**src/rtl/pc_fetch_sequencer_if.sv**
```systemverilog
// Fetch-side bus: single-outstanding instruction memory request/ack plus the
// valid/ready hand-off of fetched instructions to decode.
interface pc_fetch_sequencer_if #(
  parameter int PC_WIDTH = 32
);
  logic                imem_req;
  logic [PC_WIDTH-1:0] imem_addr;
  logic                imem_ack;
  logic [31:0]         imem_rdata;
  logic                instr_valid;
  logic [31:0]         instr;
  logic [PC_WIDTH-1:0] instr_pc;
  logic                instr_ready;

  modport master (
    output imem_req, imem_addr, instr_valid, instr, instr_pc,
    input  imem_ack, imem_rdata, instr_ready
  );

  modport slave (
    input  imem_req, imem_addr, instr_valid, instr, instr_pc,
    output imem_ack, imem_rdata, instr_ready
  );
endinterface

```
**src/rtl/pc_fetch_sequencer.sv**
```systemverilog
// Program counter owner and fetch sequencer: next-PC select (seq/branch/jump/
// return), single-outstanding imem handshake, decode hand-off, wrong-path squash.
module pc_fetch_sequencer #(
  parameter int                  PC_WIDTH  = 32,
  parameter logic [PC_WIDTH-1:0] RESET_PC  = '0,
  parameter int                  RAS_DEPTH = 4
) (
  input  logic                clk,
  input  logic                reset_n,
  input  logic                run,
  input  logic                halt,
  input  logic                br_taken,
  input  logic [PC_WIDTH-1:0] br_base,
  input  logic [PC_WIDTH-1:0] sign_imm,
  input  logic                jmp_valid,
  input  logic                jmp_link,
  input  logic [PC_WIDTH-1:0] jmp_target,
  input  logic                ret_valid,
  output logic                ras_underflow,
  output logic                busy,
  pc_fetch_sequencer_if.master bus
);

  localparam int RAS_AW = (RAS_DEPTH > 1) ? $clog2(RAS_DEPTH) : 1;
  localparam logic [RAS_AW:0] RAS_FULL = (RAS_AW+1)'(RAS_DEPTH);

  typedef enum logic [1:0] {S_IDLE, S_FETCH, S_DELIVER} state_t;

  state_t              r_state, w_state_nxt;
  logic [PC_WIDTH-1:0] r_pc, w_pc_nxt;
  logic [PC_WIDTH-1:0] r_addr;
  logic [PC_WIDTH-1:0] w_target;
  logic                r_squash, w_squash_nxt;
  logic                r_instr_valid, w_valid_nxt;
  logic                w_load_instr;
  logic [31:0]         r_instr;
  logic [PC_WIDTH-1:0] r_instr_pc;
  logic                r_underflow;

  logic [PC_WIDTH-1:0] r_ras_mem [RAS_DEPTH];
  logic [RAS_AW-1:0]   r_ras_wp;
  logic [RAS_AW-1:0]   w_ras_top;
  logic [RAS_AW:0]     r_ras_cnt;

  logic w_redir, w_push, w_pop, w_ras_empty, w_ack;

  // Redirect priority: branch beats jump beats return; losers have no side effects.
  assign w_redir     = br_taken | jmp_valid | ret_valid;
  assign w_push      = ~br_taken & jmp_valid & jmp_link;
  assign w_pop       = ~br_taken & ~jmp_valid & ret_valid;
  assign w_ras_empty = (r_ras_cnt == '0);
  assign w_ras_top   = r_ras_wp - RAS_AW'(1);
  assign w_ack       = (r_state == S_FETCH) & bus.imem_ack;

  always_comb begin
    w_target = RESET_PC;
    if (br_taken)          w_target = br_base + sign_imm;
    else if (jmp_valid)    w_target = jmp_target;
    else if (!w_ras_empty) w_target = r_ras_mem[w_ras_top];
  end

  always_comb begin
    w_state_nxt  = r_state;
    w_pc_nxt     = r_pc;
    w_squash_nxt = r_squash;
    w_valid_nxt  = r_instr_valid;
    w_load_instr = 1'b0;
    unique case (r_state)
      S_IDLE: begin
        if (run && !halt) w_state_nxt = S_FETCH;
      end
      S_FETCH: begin
        if (w_ack) begin
          if (r_squash || w_redir) begin
            // Wrong-path data: drop it and re-request from the (new) pc.
            w_squash_nxt = 1'b0;
            if (halt) w_state_nxt = S_IDLE;
          end else begin
            w_load_instr = 1'b1;
            w_valid_nxt  = 1'b1;
            w_pc_nxt     = r_pc + PC_WIDTH'(1);
            w_state_nxt  = S_DELIVER;
          end
        end else if (w_redir) begin
          w_squash_nxt = 1'b1;
        end
      end
      S_DELIVER: begin
        if (w_redir || bus.instr_ready) begin
          w_valid_nxt = 1'b0;
          w_state_nxt = halt ? S_IDLE : S_FETCH;
        end
      end
      default: w_state_nxt = S_IDLE;
    endcase
    if (w_redir) w_pc_nxt = w_target;
  end

  always_ff @(posedge clk or negedge reset_n) begin
    if (!reset_n) begin
      r_state       <= S_IDLE;
      r_pc          <= RESET_PC;
      r_addr        <= RESET_PC;
      r_squash      <= 1'b0;
      r_instr_valid <= 1'b0;
      r_instr       <= '0;
      r_instr_pc    <= '0;
      r_underflow   <= 1'b0;
      r_ras_wp      <= '0;
      r_ras_cnt     <= '0;
    end else begin
      r_state       <= w_state_nxt;
      r_pc          <= w_pc_nxt;
      r_squash      <= w_squash_nxt;
      r_instr_valid <= w_valid_nxt;
      r_underflow   <= w_pop & w_ras_empty;
      // Address is frozen while a request is outstanding, even across a redirect.
      if (!(r_state == S_FETCH && !bus.imem_ack)) r_addr <= w_pc_nxt;
      if (w_load_instr) begin
        r_instr    <= bus.imem_rdata;
        r_instr_pc <= r_pc;
      end
      if (w_push) begin
        r_ras_wp <= r_ras_wp + RAS_AW'(1);
        if (r_ras_cnt != RAS_FULL) r_ras_cnt <= r_ras_cnt + (RAS_AW+1)'(1);
      end else if (w_pop && !w_ras_empty) begin
        r_ras_wp  <= w_ras_top;
        r_ras_cnt <= r_ras_cnt - (RAS_AW+1)'(1);
      end
    end
  end

  // Full stack wraps the write pointer onto the oldest entry.
  always_ff @(posedge clk) begin
    if (w_push) r_ras_mem[r_ras_wp] <= br_base;
  end

  assign bus.imem_req    = (r_state == S_FETCH);
  assign bus.imem_addr   = r_addr;
  assign bus.instr_valid = r_instr_valid;
  assign bus.instr       = r_instr;
  assign bus.instr_pc    = r_instr_pc;
  assign ras_underflow   = r_underflow;
  assign busy            = (r_state != S_IDLE);

endmodule

```
**src/flat_wrapper.sv**
```systemverilog
// flat-port wrapper written by rule: the top's interface ports become plain ports
module pc_fetch_sequencer_flat 
#(
  parameter int                  PC_WIDTH  = 32,
  parameter logic [PC_WIDTH-1:0] RESET_PC  = '0,
  parameter int                  RAS_DEPTH = 4
)
  (clk, reset_n, run, halt, br_taken, br_base, sign_imm, jmp_valid, jmp_link, jmp_target, ret_valid, ras_underflow, busy, bus_imem_req, bus_imem_addr, bus_instr_valid, bus_instr, bus_instr_pc, bus_imem_ack, bus_imem_rdata, bus_instr_ready);
  pc_fetch_sequencer_if #(.PC_WIDTH(PC_WIDTH)) bus_i ();
  input  logic clk;
  input  logic reset_n;
  input  logic run;
  input  logic halt;
  input  logic br_taken;
  input  logic [PC_WIDTH-1:0] br_base;
  input  logic [PC_WIDTH-1:0] sign_imm;
  input  logic jmp_valid;
  input  logic jmp_link;
  input  logic [PC_WIDTH-1:0] jmp_target;
  input  logic ret_valid;
  output logic ras_underflow;
  output logic busy;
  output wire logic [$bits(bus_i.imem_req)-1:0] bus_imem_req;
  output wire logic [$bits(bus_i.imem_addr)-1:0] bus_imem_addr;
  output wire logic [$bits(bus_i.instr_valid)-1:0] bus_instr_valid;
  output wire logic [$bits(bus_i.instr)-1:0] bus_instr;
  output wire logic [$bits(bus_i.instr_pc)-1:0] bus_instr_pc;
  input wire logic [$bits(bus_i.imem_ack)-1:0] bus_imem_ack;
  input wire logic [$bits(bus_i.imem_rdata)-1:0] bus_imem_rdata;
  input wire logic [$bits(bus_i.instr_ready)-1:0] bus_instr_ready;
  assign bus_imem_req = bus_i.imem_req;
  assign bus_imem_addr = bus_i.imem_addr;
  assign bus_instr_valid = bus_i.instr_valid;
  assign bus_instr = bus_i.instr;
  assign bus_instr_pc = bus_i.instr_pc;
  assign bus_i.imem_ack = bus_imem_ack;
  assign bus_i.imem_rdata = bus_imem_rdata;
  assign bus_i.instr_ready = bus_instr_ready;
  pc_fetch_sequencer #(.PC_WIDTH(PC_WIDTH), .RESET_PC(RESET_PC), .RAS_DEPTH(RAS_DEPTH)) u_core (.clk(clk), .reset_n(reset_n), .run(run), .halt(halt), .br_taken(br_taken), .br_base(br_base), .sign_imm(sign_imm), .jmp_valid(jmp_valid), .jmp_link(jmp_link), .jmp_target(jmp_target), .ret_valid(ret_valid), .ras_underflow(ras_underflow), .busy(busy), .bus(bus_i));
endmodule
```
**config.mk**
```make
export PLATFORM = sky130hd
export DESIGN_NAME = pc_fetch_sequencer_flat
export DESIGN_NICKNAME = d
export VERILOG_FILES = /design/src/rtl/pc_fetch_sequencer_if.sv /design/src/rtl/pc_fetch_sequencer.sv /design/src/flat_wrapper.sv
export SDC_FILE = /design/constraint.sdc
export NUM_CORES = 1
export LEC_CHECK = 0
export CORE_UTILIZATION = 53
export DETAILED_ROUTE_END_ITERATION = 16
export GPL_TIMING_DRIVEN = 0
export PLACE_DENSITY = 0.81
export SLEW_MARGIN = 20
export SYNTH_ARGS = -nofsm -noshare
export SYNTH_HDL_FRONTEND = slang
export SYNTH_SLANG_ARGS = --single-unit
```
**constraint.sdc**
```tcl
create_clock -name clk -period 3.25 [get_ports clk]
set_input_delay 0.4875 -clock clk [delete_from_list [all_inputs] [get_ports clk]]
set_output_delay 0.4875 -clock clk [all_outputs]
set_load 0.02 [all_outputs]
```
==> flow_summary.ini, run 1 <==
[routing]
first_pass_iters = 5
dr.first_iter.drc_count = 959
post-route-drc-count = 0
via_per_inst = 5.83
vias = 10000
route.antenna.remaining_nets = 0
wl_per_cell_um = 21.1
routed_wl_mm = 36.3

[timing]
finalMaxSlewViolations = 0
finalCritPeriodShare_pct = 97.4
report.final.hold_viol_count = 0
setup_violations = 0
fmax_mhz = 316
slew-limit-headroom_pct = 37.6
worstMarginPinSlew_ns = 0.929
worst_clock_skew_on_the_final_layout_ns = 0.0111
finalWorstPathRequiredPeriod_ns = 3.17

[floorplan]
start_util_pct = 54.6
floorplan.die.height_um = 158
floorplan.die_area_mm2 = 0.0250
placement_rows = 56
ioPinCount = 238
fp.coreArea_mm2 = 0.0237
die_width_um = 158

[clocking]
clkSinkCount = 266
tritoncts = yes
cts_buffers = 28
clockRootBuffer = sky130_fd_sc_hd__clkbuf_16
h-tree-depth = 1
cts.reportedPaths.clkPinSlew_ns = 0.06
cts_max_path_buffers = 3
worst_skew_late_latency_ns = 0.54

[synth]
synth_top_cells_by_count = 266 x sky130_fd_sc_hd__nand2_1, 138 x sky130_fd_sc_hd__dfrtp_1, 128 x sky130_fd_sc_hd__edfxtp_1, 48 x sky130_fd_sc_hd__a21oi_1, 45 x sky130_fd_sc_hd__clkbuf_1
synthFlopType = sky130_fd_sc_hd__dfrtp_1
postSynthAreaPerCell_um2 = 11.6
yosysSeqAreaShare_pct = 56.5
synth_area_leader_cell = sky130_fd_sc_hd__edfxtp_1
ys_seq_elements = 266
syn_inst = 1112
largest_cells_by_area_after_synthesis = sky130_fd_sc_hd__edfxtp_1 30%, sky130_fd_sc_hd__dfrtp_1 27%, sky130_fd_sc_hd__nand2_1 7.7%, sky130_fd_sc_hd__mux4_2 5.6%, sky130_fd_sc_hd__ha_1 3.5%
cell_area_after_technology_mapping_mm2 = 0.0129
synth.yosys.warnings = 0
synth_largest_type_area_fraction_pct = 29.7
mappedNetlistNets = 1288
synth_enable_flop_cells = 128
yosysMostFrequentCell = sky130_fd_sc_hd__nand2_1
ys_async_sr_fraction_pct = 51.9
synth_cell_type_count = 81

[finish]
post_route_cells_drive_above_1_share_pct = 10.5
multiInputGateArea_mm2 = 0.00535
post-route-cell-area_mm2 = 0.0167
fillCellCount = 1695
syn_to_final_growth_pct = 29.3
regArea_mm2 = 0.00730
final_core_util_pct = 70.5
antenna-diode-count = 0
num-nets-final = 1558
fin_cells = 1720

[placed_design]
place.detailed.instances = 1671
number_of_buffers_added_on_ports = 235
area_after_dpl_mm2 = 0.0158
dp.final_hpwl_mm = 27.5
finalWeightedCongestion = 0.928

[worst_setup_path]
register_to_register_setup_slack_ns = 0.11
cp_max_fo = 5
timing.critical_path.arrival_ns = 3.59
crit_path_start_kind = input port
timing_worst_setup_path_type = in2reg
worst_setup_path_end_kind = register
crit_required_ns = 3.67

[global_routing]
globalRoute.totalOverflow = 0
largest_net_degree_at_the_start_of_global_routing = 93
first_global_vias = 9706
grt_first_pass_wirelength_mm = 53.6
overall_global_routing_resource_usage_pct = 28.8
grt_antenna_before_repair = 0

[worst_hold_path]
hp-class = in2async

[status]
result_of_the_run = complete, no violations

[power]
total_leakage_power_nw = 6.70
power_density_mw_per_mm2 = 734
maximum_vdd_drop_uv = 453

[job]
drv.max_cap_violation_count = 0
## cell families (layout without fill, tap and decap cells)
group	after synthesis	after routing	share of synthesized area, %
adder cells (fa/ha/maj)	38	38	3.80
XOR/XNOR	54	54	3.66
flip-flops	266	266	56.5
AO/OA/AOI/OAI	200	200	11.2
buffers and inverters	74	363	2.32
multiplexers	57	57	7.80
AND/OR/NAND/NOR	423	423	14.8
## state kept, by name, summed over array words and instances, names as in the netlist
register	cells
u_core.r_ras_mem	128
u_core.bus.imem_addr	32
u_core.bus.instr	32
u_core.bus.instr_pc	32
u_core.r_pc	32
u_core.r_ras_cnt	3
u_core.r_ras_wp	2
u_core.r_state	2
u_core.bus.instr_valid	1
u_core.r_squash	1
u_core.ras_underflow	1
## layer usage
metal / track usage [%] / vias to the layer above / wire length [um]
met4: 10.3 / 0 / 1150
li1: - / 4612 / -
met1: 37.2 / 4890 / 14600
met2: 49.2 / 451 / 17600
met5: 0 / - / 0
met3: 4.74 / 70 / 2990
## report_power, final
part	switching [W]	total [W]	internal, W	leakage [nW]
clock	0.00127	0.00301	0.00173	0.431
sequential	0.000481	0.00471	0.00423	2.88
combinational	0.00243	0.00455	0.00212	3.39
## final cells by class
type                            count  area share (%)
Clock buffer                       32            4.53
Inverter                           13           0.292
Multi-Input combinational cell    772            32.0
Timing Repair Buffer              241            14.8
Tap cell                          319            2.39
Sequential cell                   266            43.7
Buffer                             60            1.59
Clock inverter                     17           0.674
## timing repair
| action | 4_1_cts | 5_1_grt |
|---|---|---|
| endpoints found under the setup margin | 59 | 9 |
| gates resized for setup | 8 | 6 |
| hold endpoints to repair | 46 | 0 |
| hold buffers | 1 | 0 |
| pin swaps | 2 | 2 |
| setup buffers | 0 | 0 |
## through the flow
step / total power (W) / hold WS [ns] / setup WS, ns / TNS (ns)
floorplan: 0.00719 / 0.192 / 0.250 / 0
global placement: 0.00912 / 0.453 / -3.55 / -561.48
detailed placement: 0.00923 / 0.406 / -0.712 / -26.82
CTS: 0.0123 / 0.444 / 0.0720 / 0
global route: 0.0128 / 0.477 / -0.00839 / -0.00839
finish: 0.0123 / 0.444 / 0.0842 / 0
## worst max-delay path, stage by stage
cell and delay [ns]:
sky130_fd_sc_hd__clkdlybuf4s50_1 0.47, sky130_fd_sc_hd__ha_2 0.24, sky130_fd_sc_hd__fa_1 0.40, sky130_fd_sc_hd__a21o_2 0.25, sky130_fd_sc_hd__a31o_1 0.27, sky130_fd_sc_hd__a31oi_1 0.25
sky130_fd_sc_hd__o21ai_0 0.15, sky130_fd_sc_hd__xor2_1 0.16, sky130_fd_sc_hd__a222oi_1 0.45, sky130_fd_sc_hd__a21oi_1 0.17, sky130_fd_sc_hd__mux2_2 0.29
## placed cells by master, fill, tap and decap left out, drive strengths merged, types with 4 or more instances in the layout
| cell | count |
|---|---|
| o22ai | 6 |
| xnor2 | 24 |
| mux2i | 4 |
| xor2 | 30 |
| nor3 | 13 |
| nand2 | 267 |
| inv | 13 |
| or2 | 6 |
| dfrtp | 138 |
| nor2 | 42 |
| ha | 36 |
| clkbuf | 77 |
| a221oi | 20 |
| buf | 21 |
| a222oi | 5 |
| o21a | 6 |
| nand4 | 19 |
| o21ai | 29 |
| a21o | 18 |
| edfxtp | 128 |
| nand2b | 11 |
| mux2 | 21 |
| a211oi | 9 |
| a21oi | 50 |
| o211ai | 4 |
| and2 | 8 |
| nand3 | 22 |
| mux4 | 32 |
| and3 | 13 |
| a221o | 4 |
| a31oi | 10 |
| and4 | 7 |
| nor2b | 8 |
| clkdlybuf4s50 | 234 |
| clkinv | 14 |
## worst paths after layout
kind                                                   endpoint  cells after the start                           startpoint
max in group asynchronous             u_core.r_pc[14]$_DFF_PN0_                      3                              reset_n
min reg2reg                 u_core.bus.imem_addr[1]$_DFFE_PN0N_                      2  u_core.bus.imem_addr[1]$_DFFE_PN0N_
min                                   u_core.r_pc[29]$_DFF_PN0_                      2                              reset_n
max reg2reg                u_core.bus.imem_addr[17]$_DFFE_PN0N_                      9       u_core.r_ras_wp[0]$_DFFE_PN0P_
min in group clk            u_core.bus.imem_addr[1]$_DFFE_PN0N_                      2  u_core.bus.imem_addr[1]$_DFFE_PN0N_
max                        u_core.bus.imem_addr[12]$_DFFE_PN0N_                     11                           br_base[0]
(Power assumes the default switching activity.)
==> run 2, diff against run 1 <==
Settings changed: SETUP_SLACK_MARGIN from default to 0.05.
==> flow_summary.ini, run 2 (same netlist as run 1, synthesis figures left out) <==
[floorplan]
floorplan.die.height_um = 158
die_width_um = 158
fp.coreArea_mm2 = 0.0237
floorplan.die_area_mm2 = 0.0250
placement_rows = 56
start_util_pct = 54.6
ioPinCount = 238

[finish]
syn_to_final_growth_pct = 29.5
regArea_mm2 = 0.00730
final_core_util_pct = 70.7
top_register = u_core.r_ras_mem
largest_register_ffs = 128
most_frequent_cells_in_the_layout = 266 x sky130_fd_sc_hd__nand2_1, 233 x sky130_fd_sc_hd__clkdlybuf4s50_1, 138 x sky130_fd_sc_hd__dfrtp_1
fin_cells = 1722
multiInputGateArea_mm2 = 0.00537
fillCellCount = 1695
antenna-diode-count = 0
post_route_cells_drive_above_1_share_pct = 10.8
mostFrequentLayoutCell = sky130_fd_sc_hd__nand2_1
num-nets-final = 1560

[timing]
finalMaxSlewViolations = 0
setup_violations = 0
fmax_mhz = 319
finalSetupTns_ns = 0
worstMarginPinSlew_ns = 0.921
slew-limit-headroom_pct = 38.2
finalWorstPathRequiredPeriod_ns = 3.14
post-route-worst-setup-slack_ns = 0.112
report.final.hold_viol_count = 0
finalCritPeriodShare_pct = 96.5
worst_clock_skew_on_the_final_layout_ns = 0.0126

[worst_setup_path]
timing_worst_setup_path_type = reg2reg
crit_required_ns = 3.67
timing.critical_path.arrival_ns = 3.56
crit_path_start_kind = register
rr_worst_depth = 9
cp_max_fo = 10
worst_setup_path_end_kind = register

[routing]
dr.first_iter.drc_count = 949
post-route-drc-count = 0
route.antenna.remaining_nets = 0
vias = 9994
via_per_inst = 5.80
routed_wl_mm = 36.4
wl_per_cell_um = 21.1
first_pass_iters = 5

[global_routing]
globalRoute.totalOverflow = 0
overall_global_routing_resource_usage_pct = 28.8
first_global_vias = 9706
largest_net_degree_at_the_start_of_global_routing = 93
grt_first_pass_wirelength_mm = 53.6
grt_antenna_before_repair = 0

[placed_design]
finalWeightedCongestion = 0.928
number_of_buffers_added_on_ports = 235
pre_cts_slack_ns = -0.712
dp.final_hpwl_mm = 27.5
place.detailed.instances = 1671

[clocking]
h-tree-depth = 1
clkSinkCount = 266
cts_max_path_buffers = 3
cts.reportedPaths.clkPinSlew_ns = 0.06
tritoncts = yes
clockRootBuffer = sky130_fd_sc_hd__clkbuf_16
cts_buffers = 28
worst_skew_late_latency_ns = 0.55

[power]
power_density_mw_per_mm2 = 733
total_leakage_power_nw = 6.72
maximum_vdd_drop_uv = 451
power.total_w = 0.0123

[worst_hold_path]
min_path_cells = 1
hp-class = in2reg

[job]
drv.max_cap_violation_count = 0

[status]
result_of_the_run = complete, no violations
## run 2: power by group
group          leakage (nW)  internal [W]  switching [W]
sequential             2.88       0.00423       0.000479
clock                 0.431       0.00173        0.00127
combinational          3.41       0.00213        0.00243
total                  6.72       0.00809        0.00418
## run 2: path summary, 6_finish.rpt
kind                                                     start                              endpoint  slack [ns]
max                             u_core.r_ras_wp[0]$_DFFE_PN0P_  u_core.bus.imem_addr[17]$_DFFE_PN0N_        0.11
max in group asynchronous                              reset_n       u_core.r_ras_cnt[1]$_DFFE_PN0P_        2.04
min in group asynchronous                              reset_n             u_core.r_pc[29]$_DFF_PN0_        0.45
min                                                 br_base[0]      u_core.r_ras_mem[2][0]$_DFFE_PP_        0.25
min reg2reg                u_core.bus.imem_addr[1]$_DFFE_PN0N_   u_core.bus.imem_addr[1]$_DFFE_PN0N_        0.47
max reg2reg                     u_core.r_ras_wp[0]$_DFFE_PN0P_  u_core.bus.imem_addr[17]$_DFFE_PN0N_        0.11
## run 2: repair_timing
action                     in CTS  in global routing
resized for setup               8                 12
hold endpoints to repair       46                  0
setup buffers                   0                  2
pin swaps                       2                  7
setup endpoints to repair      60                 15
hold buffers                    1                  0
## run 2: layer usage
| metal | share of wire [%] | global-route usage (%) | vias to the layer above |
|---|---|---|---|
| li1 | - | - | 4620 |
| met5 | 0 | 0 | - |
| met3 | 8.6 | 4.74 | 66 |
| met1 | 40 | 37.2 | 4828 |
| met4 | 3.0 | 10.3 | 0 |
| met2 | 48 | 49.2 | 480 |
## run 2: per-stage QoR
step	hold WS, ns	area (um2)
final	0.249	16700
after global routing	0.245	16700
after CTS	0.444	16700
after detailed placement	0.406	15800
after global placement	0.453	15700
after floorplan	0.192	12900
## run 2: final cells by class
cell class | count | share of cell area, %
multi-input cells | 772 | 32.1
well taps | 319 | 2.38
inverters | 13 | 0.292
repair buffers | 243 | 14.9
plain buffers | 60 | 1.58
flip-flops and latches | 266 | 43.6
clock inverters | 17 | 0.673
clock buffers | 32 | 4.52
## run 2: worst max-delay path, stage by stage, from the launching register on
cell and delay, ns:
sky130_fd_sc_hd__dfrtp_1 0.41, sky130_fd_sc_hd__clkbuf_4 0.25, sky130_fd_sc_hd__buf_6 0.22, sky130_fd_sc_hd__inv_1 0.09, sky130_fd_sc_hd__ha_2 0.44, sky130_fd_sc_hd__buf_4 0.23, sky130_fd_sc_hd__mux4_2 0.36, sky130_fd_sc_hd__a222oi_1 0.54
sky130_fd_sc_hd__o21ai_1 0.17, sky130_fd_sc_hd__mux2_2 0.30
